File: config.mk
export PLATFORM = sky130hd
export DESIGN_NAME = shift_right_seq
export DESIGN_NICKNAME = d
export VERILOG_FILES = /design/src/rtl/shift_right_seq.sv
export SDC_FILE = /design/constraint.sdc
export NUM_CORES = 1
export LEC_CHECK = 0
export ABC_AREA = 1
export CORE_ASPECT_RATIO = 0.7
export CORE_MARGIN = 2
export CORE_UTILIZATION = 49
export CTS_BUF_LIST = sky130_fd_sc_hd__clkbuf_2
export DETAILED_ROUTE_END_ITERATION = 6
export PLACE_DENSITY_LB_ADDON = 0.3
export SKIP_CTS_REPAIR_TIMING = 1
export SYNTH_ARGS = -nofsm -noshare
export SYNTH_HDL_FRONTEND = slang
export SYNTH_SLANG_ARGS = --single-unit
File: constraint.sdc
create_clock -name clock -period 2.6 [get_ports clock]
set_clock_uncertainty 0.1 [all_clocks]
set_input_delay 0.26 -clock clock [delete_from_list [all_inputs] [get_ports clock]]
set_output_delay 0.26 -clock clock [all_outputs]
set_load 0.1 [all_outputs]
File: src/rtl/shift_right_seq.sv
// Multi-cycle 32-bit logical/arithmetic right shifter.
// Applies one barrel stage (16, 8, 4, 2, 1) per clock behind a start/ready handshake.
//
// state | meaning
// IDLE  | waiting for ctrl_start
// SHIFT | applying stages 0..4, one per edge; busy high
// DONE  | result just published; RDY high for this cycle, may accept a new start
module shift_right_seq (
  input  logic        clock,
  input  logic        reset,
  input  logic        ctrl_start,
  input  logic        ctrl_arith,
  input  logic [31:0] data_operandA,
  input  logic [4:0]  ctrl_shiftamt,
  output logic [31:0] data_result,
  output logic        data_resultRDY,
  output logic        busy
);

  typedef enum logic [1:0] {IDLE, SHIFT, DONE} state_t;

  state_t      state, state_next;
  logic [31:0] work;
  logic [4:0]  amt;
  logic        arith;
  logic [2:0]  stage;

  logic        accept;
  logic        last_stage;
  logic        amt_bit;
  logic [4:0]  shift_d;
  logic [31:0] srl_res;
  logic [31:0] sra_res;
  logic [31:0] stage_out;

  assign accept     = ctrl_start && ((state == IDLE) || (state == DONE));
  assign last_stage = (state == SHIFT) && (stage == 3'd4);

  always_ff @(posedge clock or posedge reset) begin
    if (reset) state <= IDLE;
    else       state <= state_next;
  end

  always_comb begin
    state_next = state;
    case (state)
      IDLE:    if (ctrl_start) state_next = SHIFT;
      SHIFT:   if (stage == 3'd4) state_next = DONE;
      DONE:    state_next = ctrl_start ? SHIFT : IDLE;
      default: state_next = IDLE;
    endcase
  end

  // Stage k consumes amount bit 4-k with distance 16 >> k.
  always_comb begin
    amt_bit = 1'b0;
    shift_d = 5'd0;
    case (stage)
      3'd0: begin amt_bit = amt[4]; shift_d = 5'd16; end
      3'd1: begin amt_bit = amt[3]; shift_d = 5'd8;  end
      3'd2: begin amt_bit = amt[2]; shift_d = 5'd4;  end
      3'd3: begin amt_bit = amt[1]; shift_d = 5'd2;  end
      3'd4: begin amt_bit = amt[0]; shift_d = 5'd1;  end
      default: begin amt_bit = 1'b0; shift_d = 5'd0; end
    endcase
  end

  // Kept as separate statements so the signed shift is not forced unsigned by a mixed ternary.
  always_comb srl_res = work >> shift_d;
  always_comb sra_res = $signed(work) >>> shift_d;

  always_comb begin
    stage_out = work;
    if (amt_bit) stage_out = arith ? sra_res : srl_res;
  end

  always_ff @(posedge clock or posedge reset) begin
    if (reset) begin
      work  <= 32'd0;
      amt   <= 5'd0;
      arith <= 1'b0;
      stage <= 3'd0;
    end else if (accept) begin
      work  <= data_operandA;
      amt   <= ctrl_shiftamt;
      arith <= ctrl_arith;
      stage <= 3'd0;
    end else if (state == SHIFT) begin
      work  <= stage_out;
      stage <= stage + 3'd1;
    end
  end

  always_ff @(posedge clock or posedge reset) begin
    if (reset) begin
      data_result    <= 32'd0;
      data_resultRDY <= 1'b0;
      busy           <= 1'b0;
    end else begin
      data_resultRDY <= last_stage;
      busy           <= (state_next == SHIFT);
      if (last_stage) data_result <= stage_out;
    end
  end

endmodule

# Yosys cells after proc, flatten, opt, wreduce, memory -nomap -nowiden
# Index checks and enable logic that the tools add are counted.
[op_classes]
shifts = 2
n_addsub = 1
mux = 12
multipliers = 0
div = 0
bitwise = 0
n_eq_ne = 7
order_cmp = 0
reduce_logical = 6
[op_table]
columns = ["op", "n"]
rows = [
  ["$mux 32", 4],
  ["$shr 32x5->32", 1],
  ["$sshr 32x5->32", 1],
  ["$pmux 5 s5", 1],
  ["$eq 3x2->1 const B", 2],
  ["$mux 3", 2],
  ["$pmux 2 s3", 1],
  ["$pmux 1 s5", 1],
  ["$eq 2x1->1 const B", 2],
  ["$mux 2", 2],
  ["$add 3x1->3 const B", 1],
  ["$eq 3x1->1 const B", 1],
  ["$eq 3x3->1 const B", 1],
  ["$logic_not 3->1", 1],
  ["$eq 2x2->1 const B", 1],
  ["$logic_and 1x1->1", 2],
  ["$logic_not 2->1", 1],
  ["$reduce_bool 2->1", 1],
  ["$logic_or 1x1->1", 1],
  ["$mux 1", 1],
]
[totals]
out_inout_bits = 34
ramBits = 0
n_memories = 0
mem_bits_ro = 0
inputBits = 41
reg_bits = 77
elab_cells = 36
latchBits = 0

# Longest topological paths before layout
# Gate-level depths: netlist of the first run.
[depth]
word_depth = 7
mapped_depth = 19

# Least setup slack after synthesis of the first run
# No wires, ideal clock.
[synth_timing]
kind = "register to register"
start = "register stage[0]"
end = "register work[1]"
synth_period_minus_slack_ns = 2.118
stages_incl_launch_ff = 16
path_buffers = 2
t_arrival_ns = 1.893
setup_ns = 0.125
slack_ns = 0.482
cell_sequence = "dfrtp_1 inv_1 ha_1 nand2_1 buf_2 buf_2 o21ai_0 nand3_1 nand2_1 nand2_1 nand2_1 nand2_1 nand3_1 nand3_1 nand3_1 nand3_1"
[synth_between]
elab_chain_len = 7
[synth_lines]
columns = ["item", "line", "source"]
rows = [
  ["from (decl)", "26", "logic [2:0] stage;"],
  ["from (signal assigned)", "90", "stage <= stage + 3'd1;"],
  ["$eq 3x3->1, or another cell as far along", "58", "case (stage)"],
  ["$pmux 5 s5", "58", ""],
  ["$shr 32x5->32 or $sshr 32x5->32 (tied branches)", "69, 70", ""],
  ["$mux 32", "74", "if (amt_bit) stage_out = arith ? sra_res : srl_res;"],
  ["$mux 32 (*)", "74", ""],
  ["$mux 32 (*)", "88", "end else if (state == SHIFT) begin"],
  ["$mux 32 (*)", "83", "end else if (accept) begin"],
  ["to (signal assigned)", "84", "work <= data_operandA;"],
  ["to (signal assigned)", "89", "work <= stage_out;"],
  ["to (decl)", "23", "logic [31:0] work;"],
]
# Every way passes the cells marked *; elsewhere a longest branch is shown, timed or not. The select of a mux whose other input is x is not followed.
# A chain may end at the register's enable or synchronous reset.

# Final worst setup path of the first run
[layout_timing]
start = "register stage[1]"
end = "register work[28]"
# Same word-level chain as after synthesis.

==> flow_summary.json, run 1 <==
{
  "numCtsBuffers": 9,
  "antenna_found_initial": 0,
  "fin_crit_sh": 0.999,
  "cp_max_fo": 16,
  "hpwl_mm": 15.4,
  "fillCellCount": 1127,
  "hold_slack_ns": 0.105,
  "cp.arrival_ns": 2.99,
  "synth-seq-cells": 77,
  "fmax_mhz": 385,
  "die_w_um": 135,
  "status": "finished clean",
  "ys_types": 32,
  "drive_gt1_frac": 0.145,
  "syn_to_final_growth_pct": 23.7,
  "fin_nets": 1097,
  "drc": 0,
  "place_inst": 1185,
  "worst_slew_pin_slew_ns": 0.509,
  "hold_path_class": "in -> reg",
  "fp.coreArea_um2": 11700,
  "final-setup-viol-count": 0,
  "ios": 75,
  "gp_congestion": 1.11,
  "min_period_ns": 2.60,
  "ys_warn_count": 0,
  "synth_area_per_cell_um2": 6.06,
  "grt_max_degree": 51,
  "setup_tns_ns": 0,
  "io_buffers": 74,
  "num_vias": 6918,
  "cts_buffer_depth": 2,
  "clk_pin_slew_ns": 0.27,
  "reg2reg_slack_ns": 0.003,
  "max-slew-margin-rel": 0.660,
  "synthArstFlopShare": 1.00,
  "grt.total_usage": 0.330,
  "fp.dieArea_um2": 12900,
  "grt_overflow": 0,
  "dr.first_iter.drc_count": 730,
  "path_class": "reg -> reg",
  "yosysSeqAreaShare": 0.328,
  "syn_area_um2": 5880,
  "root_buffer": "clkbuf_2",
  "avgViaCountPerCell": 5.70,
  "wl_per_cell_um": 17.7,
  "fp-row-count": 33,
  "critPathSlowestCell": "dfrtp_1",
  "cts.sinks": 77,
  "htreeDepth": 3,
  "cts_tree": "yes",
  "grt_pass1_wl_mm": 32.6,
  "final_cells": 1213,
  "synth_cells": 971,
  "startpoint_type": "register",
  "cpMostUsedCell": "nand3_1",
  "hold_viol_final": 0,
  "slowest_delay_ns": 0.46,
  "die_h_um": 95.7,
  "grt_pass1_vias": 5999,
  "crit_chain": "inv_2 > ha_2 > buf_4 > a21oi_2 > nand2_4 > buf_12 > nand3_1 > nand3_1 > o21ai_1 > nand2_1 > nand2_1 > nand3_1 > o211ai_1",
  "maxSlewViolCount": 0,
  "detail_route.first_pass.iterations": 6,
  "critPathCaptureType": "register",
  "wl_mm": 21.5,
  "synth-edff-count": 0,
  "ant_nets": 0,
  "n_antenna_cell": 0,
  "clkLatencyLatePin_ns": 0.59,
  "cap_violations": 0,
  "syn_nets": 1017,
  "crit_required_ns": 2.99,
  "synth_flop_cell": "dfrtp_1",
  "initial_core_util": 0.503
}
==> per-layer routing <==
| metal | track usage | part of all wire |
|---|---|---|
| met1 | 0.513 | 0.47 |
| met2 | 0.439 | 0.38 |
| met3 | 0.0999 | 0.13 |
| met4 | 0.0755 | 0.020 |
| met5 | 0 | 0 |
==> final cells by class <==
class	instances	area, um2	share of cell area
Multi-Input combinational cell	740	3490	0.481
Sequential cell	77	1930	0.265
Timing Repair Buffer	128	1200	0.165
Inverter	95	360	0.0496
Tap cell	157	196	0.0270
Clock buffer	10	50.0	0.00688
Clock inverter	6	46.3	0.00637
==> placed cells by master, fill, tap and decap left out, types with 2 or more instances in the layout <==
cell / n
buf_4: 75
buf_6: 3
o21ai_2: 8
nand2_2: 3
nand3_2: 8
nand4_1: 8
nor2_2: 3
o21ai_0: 43
o21ai_4: 3
buf_12: 7
o211ai_1: 3
inv_2: 8
a21oi_1: 11
nand2_4: 3
o22ai_1: 3
inv_1: 82
clkinvlp_4: 2
clkinv_2: 2
ha_1: 3
inv_6: 2
o21ai_1: 13
nor2_1: 6
clkinv_1: 3
clkbuf_16: 2
nand2_1: 386
mux2_2: 5
clkdlybuf4s50_1: 40
clkbuf_2: 10
nand3_1: 219
dfrtp_1: 77
==> through the flow <==
stage	setup slack, ns	utilization	instance area (um2)
final	0.00349	0.622	7270
after global routing	-0.0223	0.622	7270
after CTS	0.0374	0.597	6970
after detailed placement	0.0558	0.588	6880
after global placement	0.107	0.588	6880
after floorplan	0.273	-	5880
==> registers in the layout, summed over array words and instances, names as in the netlist <==
signal,flops
stage,3
amt,5
busy,1
arith,1
data_result,32
state,2
work,32
data_resultRDY,1
==> logic make-up after synthesis <==
family / after synthesis / synth area share
flops: 77 / 0.328
fa+ha+maj: 5 / 0.0106
simple gates: 640 / 0.464
mux: 5 / 0.00957
buf+inv: 155 / 0.106
compound gates: 89 / 0.0823
==> worst max-delay path, delay by kind of cell (launching register included) <==
kind	cells	cell delay [ns]
and+or+nand+nor	6	0.70
AOI/OAI and AO/OA	3	0.64
buffers and inverters	3	0.39
DFF	1	0.46
adders and majority gates	1	0.19
==> final timing paths <==
path,start,to,depth (start not counted)
max in group asynchronous,reset,data_result[5]$_DFFE_PP0P_,4
min in group asynchronous,reset,work[19]$_DFFE_PP0P_,3
hold reg to reg,data_result[7]$_DFFE_PP0P_,data_result[7]$_DFFE_PP0P_,2
hold / removal,ctrl_arith,arith$_DFFE_PP0P_,3
setup reg to reg,stage[1]$_DFFE_PP0P_,work[28]$_DFFE_PP0P_,13
setup / recovery,stage[1]$_DFFE_PP0P_,work[28]$_DFFE_PP0P_,13
==> cells in the mapped netlist (all sizes together), types with 3 or more instances <==
| master | number | area, um2 |
|---|---|---|
| dfrtp | 77 | 1930 |
| clkbuf | 26 | 97.6 |
| clkinv | 4 | 15.0 |
| o211ai | 3 | 22.5 |
| nand2 | 392 | 1480 |
| o21ai | 67 | 347 |
| nand3 | 227 | 1140 |
| a21oi | 12 | 63.8 |
| ha | 5 | 62.6 |
| o22ai | 3 | 18.8 |
| mux2 | 5 | 56.3 |
| nor2 | 10 | 42.5 |
| inv | 91 | 342 |
| buf | 34 | 166 |
| nand4 | 8 | 50.1 |
Power of run 1 is not shown: default switching activity piles up to over one toggle a cycle in this logic, so the estimate is an artifact.
==> run 2, diff against run 1 <==
--- a/config.mk
+++ b/config.mk
@@ -8,5 +8,4 @@
 export ABC_AREA = 1
 export CORE_ASPECT_RATIO = 0.7
-export CORE_MARGIN = 2
 export CORE_UTILIZATION = 49
 export CTS_BUF_LIST = sky130_fd_sc_hd__clkbuf_2
==> constraint.sdc (replaced) <==
create_clock -name clock -period 2.6 [get_ports clock]
set_clock_uncertainty 0.1 [all_clocks]
set_input_delay 0.52 -clock clock [delete_from_list [all_inputs] [get_ports clock]]
set_output_delay 0.52 -clock clock [all_outputs]
set_load 0.1 [all_outputs]
==> run 2 against run 1 <==
Fmax is 1.6% higher. Via count hardly changed. Worst setup slack improved by 0.042 ns. Core utilization rose by 0.14 points.
==> flow_summary.json, run 2 (synthesized netlist as in run 1, its figures left out) <==
{
  "status": "finished clean",
  "clk_pin_slew_ns": 0.28,
  "cts_tree": "yes",
  "detail_route.first_pass.iterations": 7,
  "reg2reg_slack_ns": 0.05,
  "wl_per_cell_um": 17.8,
  "cap_violations": 0,
  "max-slew-margin-rel": 0.675,
  "grt_pass1_vias": 6093,
  "startpoint_type": "register",
  "hpwl_mm": 15.7,
  "syn_to_final_growth_pct": 23.9,
  "antenna_found_initial": 0,
  "rsz0062_at_grt": "true",
  "drive_gt1_frac": 0.156,
  "die_w_um": 133,
  "grt_pass1_wl_mm": 33.3,
  "grt_overflow": 0,
  "avgViaCountPerCell": 5.69,
  "hold_slack_ns": 0.0809,
  "crit_required_ns": 2.99,
  "layout_common_cells": "381 x nand2_1, 218 x nand3_1, 84 x buf_4",
  "gp_congestion": 1.03,
  "fmax_mhz": 391,
  "final-setup-viol-count": 0,
  "reg2reg_from": "stage[0]$_DFFE_PP0P_",
  "min_period_ns": 2.55,
  "drc": 0,
  "n_antenna_cell": 0,
  "numCtsBuffers": 9,
  "cts.sinks": 77,
  "final_common_cell": "nand2_1",
  "grt.total_usage": 0.353,
  "die_h_um": 93.7,
  "wl_mm": 21.7,
  "path_class": "reg -> reg",
  "initial_core_util": 0.503,
  "clkLatencyLatePin_ns": 0.61,
  "root_buffer": "clkbuf_2",
  "htreeDepth": 3,
  "critPathCaptureType": "register",
  "fin_crit_sh": 0.983,
  "fp.coreArea_um2": 11700,
  "ios": 75,
  "fp.dieArea_um2": 12500,
  "hold_viol_final": 0,
  "cts_buffer_depth": 2,
  "grt_max_degree": 42,
  "hold_path_class": "in -> async",
  "num_vias": 6917,
  "cp_max_fo": 11,
  "ant_nets": 0,
  "largestRegisters": "data_result x32, work x32, amt x5",
  "maxSlewViolCount": 0,
  "dr.first_iter.drc_count": 996,
  "fin_nets": 1100,
  "fp-row-count": 33,
  "io_buffers": 74,
  "worst_slew_pin_slew_ns": 0.483,
  "cp.arrival_ns": 2.95,
  "setup.worst_path.start": "stage[0]$_DFFE_PP0P_"
}
[run 2: cell count changes in the layout (fill, tap and decap cells not counted), sizes merged]
cell / previous run / this run
buf: 85 / 91
nand2: 393 / 392
dlygate4sd3: 1 / 0
clkbuf: 12 / 11
clkinvlp: 2 / 0
bufinv: 0 / 2
[run 2: layout make-up]
class                           instances  area, um2
Inverter                               95        360
Sequential cell                        77       1930
Timing Repair Buffer                  132       1180
Clock buffer                           10       50.0
Clock inverter                          6       95.1
Fill cell                            1086       4400
Tap cell                              157        196
Multi-Input combinational cell        739       3480
[run 2: critical path, cell delays in order (launching register included)]
cell	delay, ns
dfrtp_1	0.48
inv_2	0.09
buf_4	0.12
ha_1	0.18
nand2_1	0.09
inv_1	0.12
nand2_1	0.07
nand4_1	0.09
nand2_1	0.16
buf_4	0.23
a31oi_1	0.33
nand3_1	0.18
nand3_1	0.12
nand3_1	0.07
[run 2: metrics by stage]
stage	TNS [ns]	area, um2	utilization	setup WS [ns]	std cells
5_1_grt	-0.188	7290	0.624	-0.0288	1216
4_1_cts	0	7070	0.605	0.0132	1209
3_3_place_gp	0	6920	0.592	0.0983	1193
6_report	0	7290	0.624	0.0453	1216
2_1_floorplan	0	5880	-	0.0133	971
3_5_place_dp	0	6920	0.592	0.0548	1193
[run 2: worst paths after layout]
path,endpoint,cells after the start
setup / recovery,work[15]$_DFFE_PP0P_,13
hold / removal,data_result[21]$_DFFE_PP0P_,2
setup reg to reg,work[15]$_DFFE_PP0P_,13
hold reg to reg,data_result[14]$_DFFE_PP0P_,2
max in group asynchronous,data_result[5]$_DFFE_PP0P_,3
min in group clock,arith$_DFFE_PP0P_,3
[run 2: layer usage]
layer	part of all wire	wire length [um]	GRT usage
met1	0.45	9850	0.533
met2	0.39	8500	0.474
met5	0.0026	57	0
met4	0.015	334	0.0805
met3	0.14	2960	0.115
Power of run 2 is left out for the same reason.
==> run 3, diff against run 2 <==
- CAP_MARGIN: default -> 25
==> results of run 3 <==
The final DEF is identical to that of run 2; final timing and power are the same.
Power of run 3 is left out for the same reason.
